[config.mk]
export PLATFORM = sky130hd
export DESIGN_NAME = board_dump_tx
export DESIGN_NICKNAME = d
export VERILOG_FILES = /design/src/rtl/board_dump_tx.sv
export SDC_FILE = /design/constraint.sdc
export NUM_CORES = 1
export LEC_CHECK = 0
export CORE_MARGIN = 2
export CORE_UTILIZATION = 30
export DETAILED_ROUTE_END_ITERATION = 6
export PLACE_DENSITY = 0.57
export RECOVER_POWER = 100
export SYNTH_ARGS = -nofsm -noshare
export SYNTH_HDL_FRONTEND = slang
export SYNTH_SLANG_ARGS = --single-unit
[constraint.sdc]
create_clock -name CLOCK_50 -period 1.94 [get_ports CLOCK_50]
set_input_delay 0.582 -clock CLOCK_50 [delete_from_list [all_inputs] [get_ports CLOCK_50]]
set_output_delay 0.582 -clock CLOCK_50 [all_outputs]
set_load 0.05 [all_outputs]
[src/rtl/board_dump_tx.sv]
// Streams the 144-byte board map + life table out of RAM as 8N1 UART frames, then an XOR checksum frame.
// Latency: first start bit 3 cycles after start is sampled; 10*CLKS_PER_BIT+2 cycles per memory byte.
// Backpressure: none; the UART line is paced by the baud counter and start is ignored while busy.
module board_dump_tx #(
    parameter int CLKS_PER_BIT = 434,
    parameter int MAP_BYTES    = 128,
    parameter int LIFE_BYTES   = 16
) (
    input  logic       CLOCK_50,
    input  logic       reset,
    input  logic       start,
    output logic       busy,
    output logic       done,
    output logic       mem_rd,
    output logic [7:0] mem_addr,
    input  logic [7:0] mem_rdata,
    output logic       tx
);

    localparam int TOTAL = MAP_BYTES + LIFE_BYTES;
    localparam int BW    = (CLKS_PER_BIT > 1) ? $clog2(CLKS_PER_BIT) : 1;
    localparam logic [BW-1:0] BAUD_LAST = BW'(CLKS_PER_BIT - 1);
    localparam logic [7:0]    LAST_IDX  = 8'(TOTAL - 1);

    typedef enum logic [2:0] {
        S_IDLE,
        S_FETCH,
        S_LOAD,
        S_START,
        S_DATA,
        S_STOP,
        S_CHKLOAD
    } state_t;

    state_t        state;
    state_t        state_nxt;
    logic [BW-1:0] baud_cnt;
    logic [2:0]    bit_idx;
    logic [7:0]    idx;
    logic [7:0]    chk;
    logic [7:0]    shift_reg;
    logic          is_chk;     // current frame is the checksum, not a RAM byte
    logic          bit_end;
    logic          in_frame;

    assign bit_end  = (baud_cnt == BAUD_LAST);
    assign in_frame = (state == S_START) || (state == S_DATA) || (state == S_STOP);
    assign mem_addr = idx;

    // State register
    always_ff @(posedge CLOCK_50 or posedge reset) begin
        if (reset) begin
            state <= S_IDLE;
        end else begin
            state <= state_nxt;
        end
    end

    // Next-state decode
    always_comb begin
        state_nxt = state;
        case (state)
            S_IDLE:    if (start) state_nxt = S_FETCH;
            S_FETCH:   state_nxt = S_LOAD;
            S_LOAD:    state_nxt = S_START;
            S_START:   if (bit_end) state_nxt = S_DATA;
            S_DATA:    if (bit_end && bit_idx == 3'd7) state_nxt = S_STOP;
            S_STOP: begin
                if (bit_end) begin
                    if (is_chk)                state_nxt = S_IDLE;
                    else if (idx == LAST_IDX)  state_nxt = S_CHKLOAD;
                    else                       state_nxt = S_FETCH;
                end
            end
            S_CHKLOAD: state_nxt = S_START;
            default:   state_nxt = S_IDLE;
        endcase
    end

    // Moore outputs; tx falls back to idle-high whenever the FSM is in IDLE (including under reset)
    always_comb begin
        busy   = (state != S_IDLE);
        mem_rd = (state == S_FETCH);
        tx     = 1'b1;
        case (state)
            S_START: tx = 1'b0;
            S_DATA:  tx = shift_reg[0];
            default: tx = 1'b1;
        endcase
    end

    // Baud counter and bit index: restart at every bit boundary and outside a frame
    always_ff @(posedge CLOCK_50 or posedge reset) begin
        if (reset) begin
            baud_cnt <= '0;
            bit_idx  <= 3'd0;
        end else begin
            if (in_frame && !bit_end) baud_cnt <= baud_cnt + 1'b1;
            else                      baud_cnt <= '0;

            if (state != S_DATA)  bit_idx <= 3'd0;
            else if (bit_end)     bit_idx <= bit_idx + 3'd1;
        end
    end

    // Byte datapath: address walk, running XOR, shift register and done pulse
    always_ff @(posedge CLOCK_50 or posedge reset) begin
        if (reset) begin
            idx       <= 8'd0;
            chk       <= 8'd0;
            shift_reg <= 8'd0;
            is_chk    <= 1'b0;
            done      <= 1'b0;
        end else begin
            done <= (state == S_STOP) && bit_end && is_chk;
            case (state)
                S_IDLE: begin
                    if (start) begin
                        idx    <= 8'd0;
                        chk    <= 8'd0;
                        is_chk <= 1'b0;
                    end
                end
                S_LOAD: begin
                    shift_reg <= mem_rdata;
                    chk       <= chk ^ mem_rdata;
                end
                S_DATA: begin
                    if (bit_end) shift_reg <= {1'b0, shift_reg[7:1]};
                end
                S_STOP: begin
                    if (bit_end && !is_chk && idx != LAST_IDX) idx <= idx + 8'd1;
                end
                S_CHKLOAD: begin
                    shift_reg <= chk;
                    is_chk    <= 1'b1;
                end
                default: ;
            endcase
        end
    end

endmodule

# Word level (Yosys, flattened, before mapping)
# Cells that the tools add are included.
# Widths: inputs -> output; s select.
[totals]
register_bits = 41
latchBits = 0
ram_bits = 0
rom_bits = 0
inputBits = 11
memories = 0
[classes]
n_addsub = 3
mul = 0
div = 0
magnitude_cmp = 0
n_eq_ne = 17
shift = 0
n_mux = 19
bitwise_logic = 1
n_reduce_logical = 23
[ops]
columns = ["operator", "count"]
rows = [
  ["$pmux 8 s2", 2],
  ["$mux 3", 8],
  ["$mux 8", 3],
  ["$pmux 8 s3", 1],
  ["$pmux 3 s6", 1],
  ["$eq 3x3->1 const B", 4],
  ["$add 9x1->9 const B", 1],
  ["$eq 9x9->1 const B", 1],
  ["$mux 9", 1],
  ["$add 8x1->8 const B", 1],
  ["$eq 8x8->1 const B", 1],
  ["$ne 2x2->1 const B", 4],
  ["$ne 8x8->1 const B", 1],
  ["$reduce_bool 2->1", 4],
  ["$xor 8x8->8", 1],
  ["$eq 3x2->1 const B", 2],
  ["$logic_and 1x1->1", 6],
  ["$reduce_and 2->1", 3],
  ["$reduce_bool 3->1", 2],
  ["$ne 2x1->1 const B", 2],
  ["$pmux 1 s2", 2],
  ["$reduce_and 4->1", 1],
  ["$add 3x1->3 const B", 1],
  ["$eq 3x1->1 const B", 1],
  ["7 further kinds", 9],
]

# Longest topological paths before layout
# Gate-level depths: netlist of run 1.
[logic_depth]
ltp_word = 5
mapped_depth = 7

# Worst setup path after synthesis of run 1
# No wires, ideal clock.
[synth_path]
kind = "register -> output"
startpoint = "register state[0]"
endpoint = "output port tx"
arrival_time_ns = 1.632
required_ns = 1.358
setup_slack_ns = -0.274
path_stages_with_launch = 4
n_path_buf = 1
cell_sequence = "dfrtp_1 -> buf_2 -> and3b_1 -> a31oi_1"
[synth_between]
elab_chain_cells = 2
[synth_lines]
columns = ["element", "line_no", "source"]
rows = [
  ["from (decl)", "35", "state_t state;"],
  ["from (signal assigned)", "55", "state <= state_nxt;"],
  ["$eq 3x3->1 / $eq 3x2->1 (equally long branches)", "85", "case (state)"],
  ["$pmux 1 s2 (*)", "85", ""],
  ["to (decl)", "17", "output logic tx"],
]
# Every way passes the cells marked *; elsewhere a longest branch is shown, timed or not.

# Worst setup path after layout of run 1
[layout_path]
startpoint = "register state[2]"
endpoint = "output port tx"
# The elaborated chain is that of the path after synthesis.

==> results of run 1 <==
synthesized netlist by cell type (2+ instances only):
cell	n	area, µm²
o22ai_1	2	12.51
inv_1	13	48.80
and3_1	5	31.28
nand2b_1	2	12.51
a21oi_1	4	20.02
nand2_1	23	86.33
buf_2	3	15.01
nand4_1	3	18.77
xor2_1	8	70.07
mux2_2	9	101.4
and3b_1	2	17.52
dfrtp_1	41	1026
o21ai_0	12	60.06
o221ai_1	2	17.52
nand3_1	12	60.06
a31oi_1	2	12.51
clkbuf_1	3	11.26
mux2i_1	15	150.1
a41oi_1	2	17.52
ha_1	5	62.56
nor3_1	6	30.03
nor2_1	22	82.58
xnor2_1	7	61.31
stage by stage:
| stage | setup WS [ns] | power, W | cells | instance area [µm²] | setup TNS (ns) |
|---|---|---|---|---|---|
| 2_1_floorplan | 0.07276 | 0.0009344 | 226 | 2252 | 0 |
| 3_3_place_gp | 0.1428 | 0.0009746 | 355 | 2756 | 0 |
| 3_5_place_dp | 0.1205 | 0.0009763 | 355 | 2756 | 0 |
| 4_1_cts | 0.02366 | 0.001813 | 366 | 2919 | 0 |
| 5_1_grt | -0.01675 | 0.001858 | 367 | 2829 | -0.01675 |
| 6_report | 0.03682 | 0.001786 | 367 | 2829 | 0 |
placed cells by master (no fill, tap or decap), drive strengths merged, types with 3 or more instances in the layout:
master	netlist	routed
mux2i	15	15
buf	5	18
nand2	23	23
dfrtp	41	41
and3	5	5
inv	13	13
a21oi	5	5
nor3	7	7
mux2	9	9
ha	5	5
xor2	8	8
clkbuf	4	19
nand3	13	13
clkdlybuf4s50	0	10
nand4	3	3
o21ai	14	14
xnor2	7	7
nor2	22	22
worst max-delay path: cells and delay by family, from the launching register on:
kind	cells	cell delay (ns)
buffers and inverters	1	0.16
DFF	1	0.45
AOI/OAI and AO/OA	1	0.17
and+or+nand+nor	1	0.23
repair_timing:
item	CTS	global route
resized for setup	5	1
endpoints found under the hold margin	0	0
setup endpoints to repair	3	2
buffers inserted	3	1
pin swaps	0	0
worst min path at each step:
stage / end / slack (ns) / cells after the start
finish: chk[6]$_DFFE_PP0P_ / 0.49 / 1
detailed placement: chk[6]$_DFFE_PP0P_ / 0.47 / 1
floorplan: chk[5]$_DFFE_PP0P_ / 0.45 / 1
global placement: chk[6]$_DFFE_PP0P_ / 0.47 / 1
global route: chk[6]$_DFFE_PP0P_ / 0.53 / 1
CTS: chk[6]$_DFFE_PP0P_ / 0.49 / 1
cells by family (layout without fill, tap and decap cells):
| kind of cell | count (synthesis) | count (layout) | synth area share [%] |
|---|---|---|---|
| AND/OR/NAND/NOR | 84 | 84 | 19.24 |
| adder cells (fa/ha/maj) | 5 | 5 | 2.796 |
| XOR/XNOR | 15 | 15 | 5.873 |
| buffers and inverters | 22 | 64 | 4.418 |
| AO/OA/AOI/OAI | 35 | 35 | 10.57 |
| flip-flops | 41 | 41 | 45.86 |
| multiplexers | 24 | 24 | 11.24 |
per-layer routing:
metal | vias to the layer above | part of all wire [%]
met4 | 0 | 1.5
met1 | 867 | 49
li1 | 867 | -
met5 | - | 0
met3 | 8 | 2.6
met2 | 29 | 47
cell type report:
cell class / count / area, µm² / area share (%)
clock buffers: 5 / 68.82 / 2.433
clock inverters: 3 / 65.06 / 2.300
inverters: 13 / 48.80 / 1.725
multi-input cells: 163 / 1125 / 39.76
flip-flops and latches: 41 / 1030 / 36.40
well taps: 99 / 123.9 / 4.379
repair buffers: 43 / 367.9 / 13.00
report_power, final:
group / switching (W) / internal, W / leakage (nW)
clock network: 0.000322 / 0.000512 / 0.0681
registers: 0.0000105 / 0.000871 / 0.458
logic: 0.0000355 / 0.0000357 / 0.764
total: 0.000368 / 0.00142 / 1.29
==> impl_metrics.ini, run 1 <==
[worst_setup_path]
critPathSlowestCell = dfrtp_2
worstSetupPathType = register to output port
critPathLaunch = state[2]$_DFFE_PP0P_
setup.worst_path.end = tx
max_stage_delay_ns = 0.45
rr_startpoint = baud_cnt[1]$_DFF_PP0_
rrSetupSlack_ns = 0.13
cp_max_fo = 6
critPathArrivalTime_ns = 1.32
rr_worst_depth = 6
rr_endpoint = shift_reg[5]$_DFFE_PP0P_
worstSetupStartpointType = register
cp-end-kind = output port
required_ns = 1.36
path_cells = and3b_1 -> a31oi_4 -> buf_12

[logic_synthesis]
synth_area_um2 = 2237
synth-edff-count = 0
synth-warning-count = 0
yosysSeqAreaShare_pct = 45.86
syn_inst = 226
synth_area_per_cell_um2 = 9.899
synth_top_flop_cell = dfrtp_1
ys_ff_latch = 41
syn_nets = 242
async_flop_share_pct = 100.0
synth.distinct_cells = 46

[sta]
fin_worst_skew_ns = 0.01088
period_share_pct = 98.10
min_period_ns = 1.903
rsz0062_at_grt = yes
slew_viol_final = 0
tightestPinTransition_ns = 1.040
setup_violations = 0
hold_viol_final = 0
worst_hold_slack_ns = 0.4906
slew_headroom_pct = 30.64
fmax_ghz = 0.5254

[finish]
areaGrowthSynthToFinish_pct = 26.45
top_register = baud_cnt
nFillCells = 734
largest_reg_flops = 9
n_antenna_cell = 0
fin_util_pct = 39.00
final_nets = 283
drive_gt1_share_pct = 20.15

[clock_tree]
worstSkewPairLatency_ns = 0.30
clockRootBuffer = clkbuf_8
htree_num_levels = 2
cts_tree = done
clkSlewWorstSetupHoldPaths_ns = 0.09
cts_made_buffers = 5
cts.sinks = 41
clockBufferDepth = 2
postCtsHoldBufs = 0

[flow_run]
cap_violations = 0

[floorplanning]
start_util_pct = 30.84
dieArea_um2 = 8164
io_pins = 23
chipWidth_um = 90.36
die_h_um = 90.36
rows = 31
core_um2 = 7253

[global_routing]
grt_max_degree = 42
grt_pass1_wl_um = 8369
antenna_found_initial = 0
gr-usage-met1_pct = 16.86
overflow = 0
globalRouteMet3Util_pct = 2.922
grt_pass1_vias = 1760
global_route.usage.met2_pct = 20.11
grt_busiest_layer = met2
grtUsageTotal_pct = 12.65

[detailed_routing]
wl_per_cell_um = 13.19
first_pass_iters = 4
drt_iter0_drc = 115
drc = 0
antenna_left = 0
avgViaCountPerCell = 4.826
vias = 1771
drt-total-wl_um = 4840

[outcome]
outcome = complete, no violations

[pwr]
powerDensity_nw_per_um2 = 631.5
p_leak_nw = 1.290
ir_drop_uv = 259.5

[placed_design]
gp_congestion = 0.7706
hpwl_um = 3385
io_buffers = 22

[worst_hold_path]
min_from = chk[6]$_DFFE_PP0P_
hold_path.class = register to register
Note: power is estimated with default switching activity, not from simulation.
==> inputs of run 2 (changes only) <==
--- a/config.mk
+++ b/config.mk
@@ -10,6 +10,7 @@
 export DETAILED_ROUTE_END_ITERATION = 6
 export PLACE_DENSITY = 0.57
 export RECOVER_POWER = 100
+export SKIP_LAST_GASP = 1
 export SYNTH_ARGS = -nofsm -noshare
 export SYNTH_HDL_FRONTEND = slang
 export SYNTH_SLANG_ARGS = --single-unit
==> results of run 2 <==
No change in the layout: final DEF, timing and power equal those of run 1.
==> inputs of run 3 (changes only) <==
--- a/config.mk
+++ b/config.mk
@@ -5,11 +5,11 @@
 export SDC_FILE = /design/constraint.sdc
 export NUM_CORES = 1
 export LEC_CHECK = 0
+export ABC_CLOCK_PERIOD_IN_PS = 1900
 export CORE_MARGIN = 2
 export CORE_UTILIZATION = 30
 export DETAILED_ROUTE_END_ITERATION = 6
 export PLACE_DENSITY = 0.57
-export RECOVER_POWER = 100
 export SKIP_LAST_GASP = 1
 export SYNTH_ARGS = -nofsm -noshare
 export SYNTH_HDL_FRONTEND = slang
==> constraint.sdc (replaced) <==
create_clock -name CLOCK_50 -period 1.9 [get_ports CLOCK_50]
set_input_delay 0.57 -clock CLOCK_50 [delete_from_list [all_inputs] [get_ports CLOCK_50]]
set_output_delay 0.57 -clock CLOCK_50 [all_outputs]
set_load 0.05 [all_outputs]
==> run 3 against run 2 <==
Clock power is 12% lower; cell count stayed put; sequential share of layout area is 1.2 points lower; total power is 4.1% lower; sequential power is 2% higher; non-clock buffer count stayed put; global-route usage is 0.66 points lower; design area is 3.3% higher; utilization is 1.3 points higher; die area stayed put.
==> impl_metrics.ini, run 3 (same netlist as run 1, synthesis figures left out) <==
[detailed_routing]
drt-total-wl_um = 4721
vias = 1719
antenna_left = 0
drt_iter0_drc = 82
avgViaCountPerCell = 4.684
first_pass_iters = 4
wl_per_cell_um = 12.86
drc = 0

[global_routing]
global_route.usage.met2_pct = 19.61
grt_pass1_vias = 1732
gr-usage-met1_pct = 15.59
grtUsageTotal_pct = 11.98
antenna_found_initial = 0
grt_busiest_layer = met2
grt_max_degree = 42
grt_pass1_wl_um = 8031
overflow = 0
globalRouteMet3Util_pct = 2.337

[finish]
final_area_um2 = 2923
nFillCells = 735
stdcell_count = 367
n_antenna_cell = 0
final_cell_mix = dfrtp_1, nand2_1, buf_4
areaGrowthSynthToFinish_pct = 30.65
top_register = baud_cnt
final_common_cell = dfrtp_1
drive_gt1_share_pct = 23.88
largest_reg_flops = 9
fin_util_pct = 40.30
final_nets = 283

[flow_run]
cap_violations = 0

[placed_design]
placed_area_um2 = 2776
gp_congestion = 0.7859
io_buffers = 22
place_inst = 356
hpwl_um = 3345

[sta]
hold_viol_final = 0
min_period_ns = 1.893
rsz0062_at_grt = yes
worst_hold_slack_ns = 0.4756
period_share_pct = 99.66
setup_violations = 0
fin_worst_skew_ns = 0.007114
slew_viol_final = 0
tightestPinTransition_ns = 0.5399
tns_ns = 0
fmax_ghz = 0.5281
slew_headroom_pct = 63.85

[pwr]
p_leak_nw = 1.348
internal_power_w = 0.001358
ir_drop_uv = 257.7
p_switching_w = 0.0003552
power_switching_share_pct = 20.73
seqPwrFrac_pct = 52.5
p_clk_share_pct = 42.9
pwr-share-comb_pct = 4.6
powerDensity_nw_per_um2 = 586.1

[worst_setup_path]
cpLargestDelayFamily = flip-flops
required_ns = 1.33
rr_worst_depth = 7
cp-end-kind = output port
critPathArrivalTime_ns = 1.32
rr_startpoint = state[0]$_DFFE_PP0P_
path_cells = and3b_1 -> a31oi_4 -> buf_12
worstSetupPathType = register to output port
critPathSlowestCell = dfrtp_2
max_stage_delay_ns = 0.47
rrSetupSlack_ns = 0.12
rr_endpoint = chk[0]$_DFFE_PP0P_
worstSetupStartpointType = register
cp_max_fo = 8
critPathBufInv = 1

[worst_hold_path]
holdPathEnd = chk[6]$_DFFE_PP0P_
min_path_cells = 1
min_from = chk[6]$_DFFE_PP0P_
hold_path.class = register to register

[clock_tree]
worstSkewPairLatency_ns = 0.29
cts.sinks = 41
cts_tree = done
htree_num_levels = 2
clkSlewWorstSetupHoldPaths_ns = 0.08
clockBufferDepth = 2
cts_made_buffers = 5
clockRootBuffer = clkbuf_8

[floorplanning]
chipWidth_um = 90.36
start_util_pct = 30.84
core_um2 = 7253
dieArea_um2 = 8164
die_h_um = 90.36
io_pins = 23
rows = 31

[outcome]
outcome = complete, no violations
==> run 3: worst max path at each step <==
stage / slack (ns) / end / startpoint / depth (start not counted)
CTS: 0.008 / mem_rd / state[1]$_DFFE_PP0P_ / 3
global placement: 0.06 / chk[6]$_DFFE_PP0P_ / start / 5
detailed placement: 0.06 / chk[4]$_DFFE_PP0P_ / start / 5
global route: -0.05 / tx / state[1]$_DFFE_PP0P_ / 3
floorplan: 0.03 / mem_addr[1]$_DFFE_PP0P_ / mem_addr[0]$_DFFE_PP0P_ / 6
finish: 0.007 / tx / state[1]$_DFFE_PP0P_ / 3
==> run 3: area by class of cell <==
class | count | area, µm² | area share, %
Multi-Input combinational cell | 163 | 1131 | 38.70
Sequential cell | 41 | 1030 | 35.23
Timing Repair Buffer | 43 | 473.0 | 16.18
Tap cell | 99 | 123.9 | 4.238
Clock buffer | 7 | 86.33 | 2.954
Inverter | 13 | 48.80 | 1.670
Clock inverter | 1 | 30.03 | 1.027
==> run 3: what timing repair did <==
action | 4_1_cts | 5_1_grt
endpoints found under the hold margin | 0 | 0
endpoints found under the setup margin | 3 | 6
resized for setup | 4 | 2
hold buffers | 0 | 0
setup buffers | 3 | 0
==> run 3: power groups by stage <==
stage          sequential (W)  combinational (W)  clock [W]
2_1_floorplan        0.000914          0.0000400          0
3_3_place_gp         0.000916          0.0000780          0
3_5_place_dp         0.000917          0.0000803          0
4_1_cts              0.000900          0.0000806   0.000759
5_1_grt              0.000902          0.0000882   0.000784
6_report             0.000899          0.0000781   0.000736
==> run 3: stage by stage <==
step,setup slack (ns),total power [W]
after floorplan,0.03276,0.0009541
after global placement,0.06082,0.0009944
after detailed placement,0.05946,0.0009973
after CTS,0.007854,0.001739
after global routing,-0.04651,0.001774
final,0.006538,0.001713
==> run 3: routing by layer <==
layer	vias to the layer above	wire, µm
met5	-	0
met1	824	2289
met4	0	71
met2	22	2253
met3	6	107
li1	867	-
==> edit, RTL diff (settings of run 1) <==
Set the parameter `CLKS_PER_BIT` to 217 (it was 434).
--- a/src/rtl/board_dump_tx.sv
+++ b/src/rtl/board_dump_tx.sv
@@ -2,7 +2,7 @@
 // Latency: first start bit 3 cycles after start is sampled; 10*CLKS_PER_BIT+2 cycles per memory byte.
 // Backpressure: none; the UART line is paced by the baud counter and start is ignored while busy.
 module board_dump_tx #(
-    parameter int CLKS_PER_BIT = 434,
+    parameter int CLKS_PER_BIT = 217,
     parameter int MAP_BYTES    = 128,
     parameter int LIFE_BYTES   = 16
 ) (
Function: no difference found for any inputs over 10 cycles, from zero or initial values and one cycle with reset high; that may be too few to reach the edited logic, so the function may still have changed.
==> edit against run 1 <==
- sequential share of layout area decreased by 2.0 points
- design area increased by 3.6%
- hold slack improved by 0.022 ns
- synthesized cell count increased by 0.88%
- setup slack got worse by 0.016 ns
- fmax decreased by 0.84%
- sequential cell count decreased by 1
- combinational power increased by 77%
- largest cell class unchanged
- wire length decreased by 0.70%
- critical path depth unchanged
- area after synthesis decreased by 1.3%
- power decreased by 6.3%
- cell count increased by 2.2%
- count of clock-buffer cells in the layout increased by 1
==> edit: results (changes against run 1) <==
Outcome
  – Status: finished clean

Clock tree
  – Clock transition at path regs: 0.07 ns (-0.02 ns)
  – CTS resizes: 6 (+1)
  – Post-CTS Setup Inserts: 4 (+1)

Cells and area
  – Share of cells above drive strength 1: 0.2862 (+0.08474)
  – Final Net Count: 291 (+2.8%)
  – Fillers: 709 (-3.4%)
  – Inserted Diodes: 0 (unchanged)

Power and ir drop
  – Maximum VDD drop: 0.2893 mV (+11%)
  – P_clk: 0.000669 W (-20%)
  – Sequential Power Share: 0.525 (+0.032)
  – Psw: 0.0003725 W (+1.1%)
  – Switching share of power: 0.2225 (+0.01622)

Timing
  – Clk_skew: 0.01711 ns (+0.006233 ns)
  – Relative slew slack: 0.3444 (+0.03800)

Synthesis
  – Area contributors post-synth: dfrtp_1, nor2_1, a21oi_1, mux2i_1, mux2_2
  – Mapped Cells: 228 (+0.88%)
  – Syn_nets: 244 (+0.83%)
  – Sequential-to-total area share from yosys stat: 0.4535 (-0.005098)
  – Most frequent cells after synthesis: dfrtp_1, nor2_1, a21oi_1

Route
  – Vias per cell: 4.760 (-1.4%)
  – Initial DRC count: 73 (-37%)
  – Routed WL: 4806 µm (-0.70%)

GRT
  – Gr usage total: 0.1233 (-0.003168)
  – Largest net degree at the start of global routing: 41 (-2.4%)
  – Vias in the first global route: 1,716 (-2.5%)

Place
  – Final GP Congestion: 0.8601 (+12%)
  – Final HPWL DP: 3282 µm (-3.0%)
  – Dpl cells: 358 (+0.85%)

Critical path
  – Worst path max stage delay: 0.48 ns (+0.03 ns)
==> edit: kinds of logic after synthesis <==
logic type / synth area share
flip-flops: 0.4535
buffers and inverters: 0.04989
multiplexers: 0.08617
AO/OA/AOI/OAI: 0.1162
adder cells (fa/ha/maj): 0.02834
AND/OR/NAND/NOR: 0.2222
XOR/XNOR: 0.04365
==> edit: area by class of cell <==
class / instances / area (µm²) / share of cell area
inverters: 10 / 37.54 / 0.01281
clock inverters: 2 / 35.03 / 0.01196
clock buffers: 6 / 72.57 / 0.02477
multi-input cells: 169 / 1151 / 0.3928
well taps: 99 / 123.9 / 0.04227
flip-flops and latches: 40 / 1007 / 0.3437
repair buffers: 49 / 503.0 / 0.1716
==> edit: metal layers <==
| layer | vias to the layer above | GRT usage | wire, µm |
|---|---|---|---|
| met5 | - | 0 | 0 |
| met4 | 0 | 0.04744 | 82 |
| met3 | 7 | 0.02682 | 166 |
| met2 | 29 | 0.1951 | 2226 |
| met1 | 860 | 0.1659 | 2330 |
| li1 | 889 | - | - |
==> edit: final timing paths <==
| kind | from | slack [ns] | endpoint | cells past startpoint |
|---|---|---|---|---|
| worst min register to register | shift_reg[4] | 0.51 | shift_reg[4] | 1 |
| worst max register to register | state[2] | 0.11 | chk[3] | 6 |
| worst max-delay path | state[0] | 0.02 | tx | 3 |
| max in group asynchronous | reset | 0.38 | state[1] | 3 |
| worst min-delay path | shift_reg[4] | 0.51 | shift_reg[4] | 1 |
| min in group asynchronous | reset | 0.88 | mem_addr[3] | 3 |
==> edit: through the flow <==
stage                 util  cell area, µm²  setup slack [ns]
floorplan                -            2217          -0.01241
global placement    0.3789            2719           -0.1011
detailed placement  0.3789            2719           -0.1177
CTS                 0.4000            2870         -0.003396
global route        0.4084            2930          -0.03030
finish              0.4084            2930           0.02067
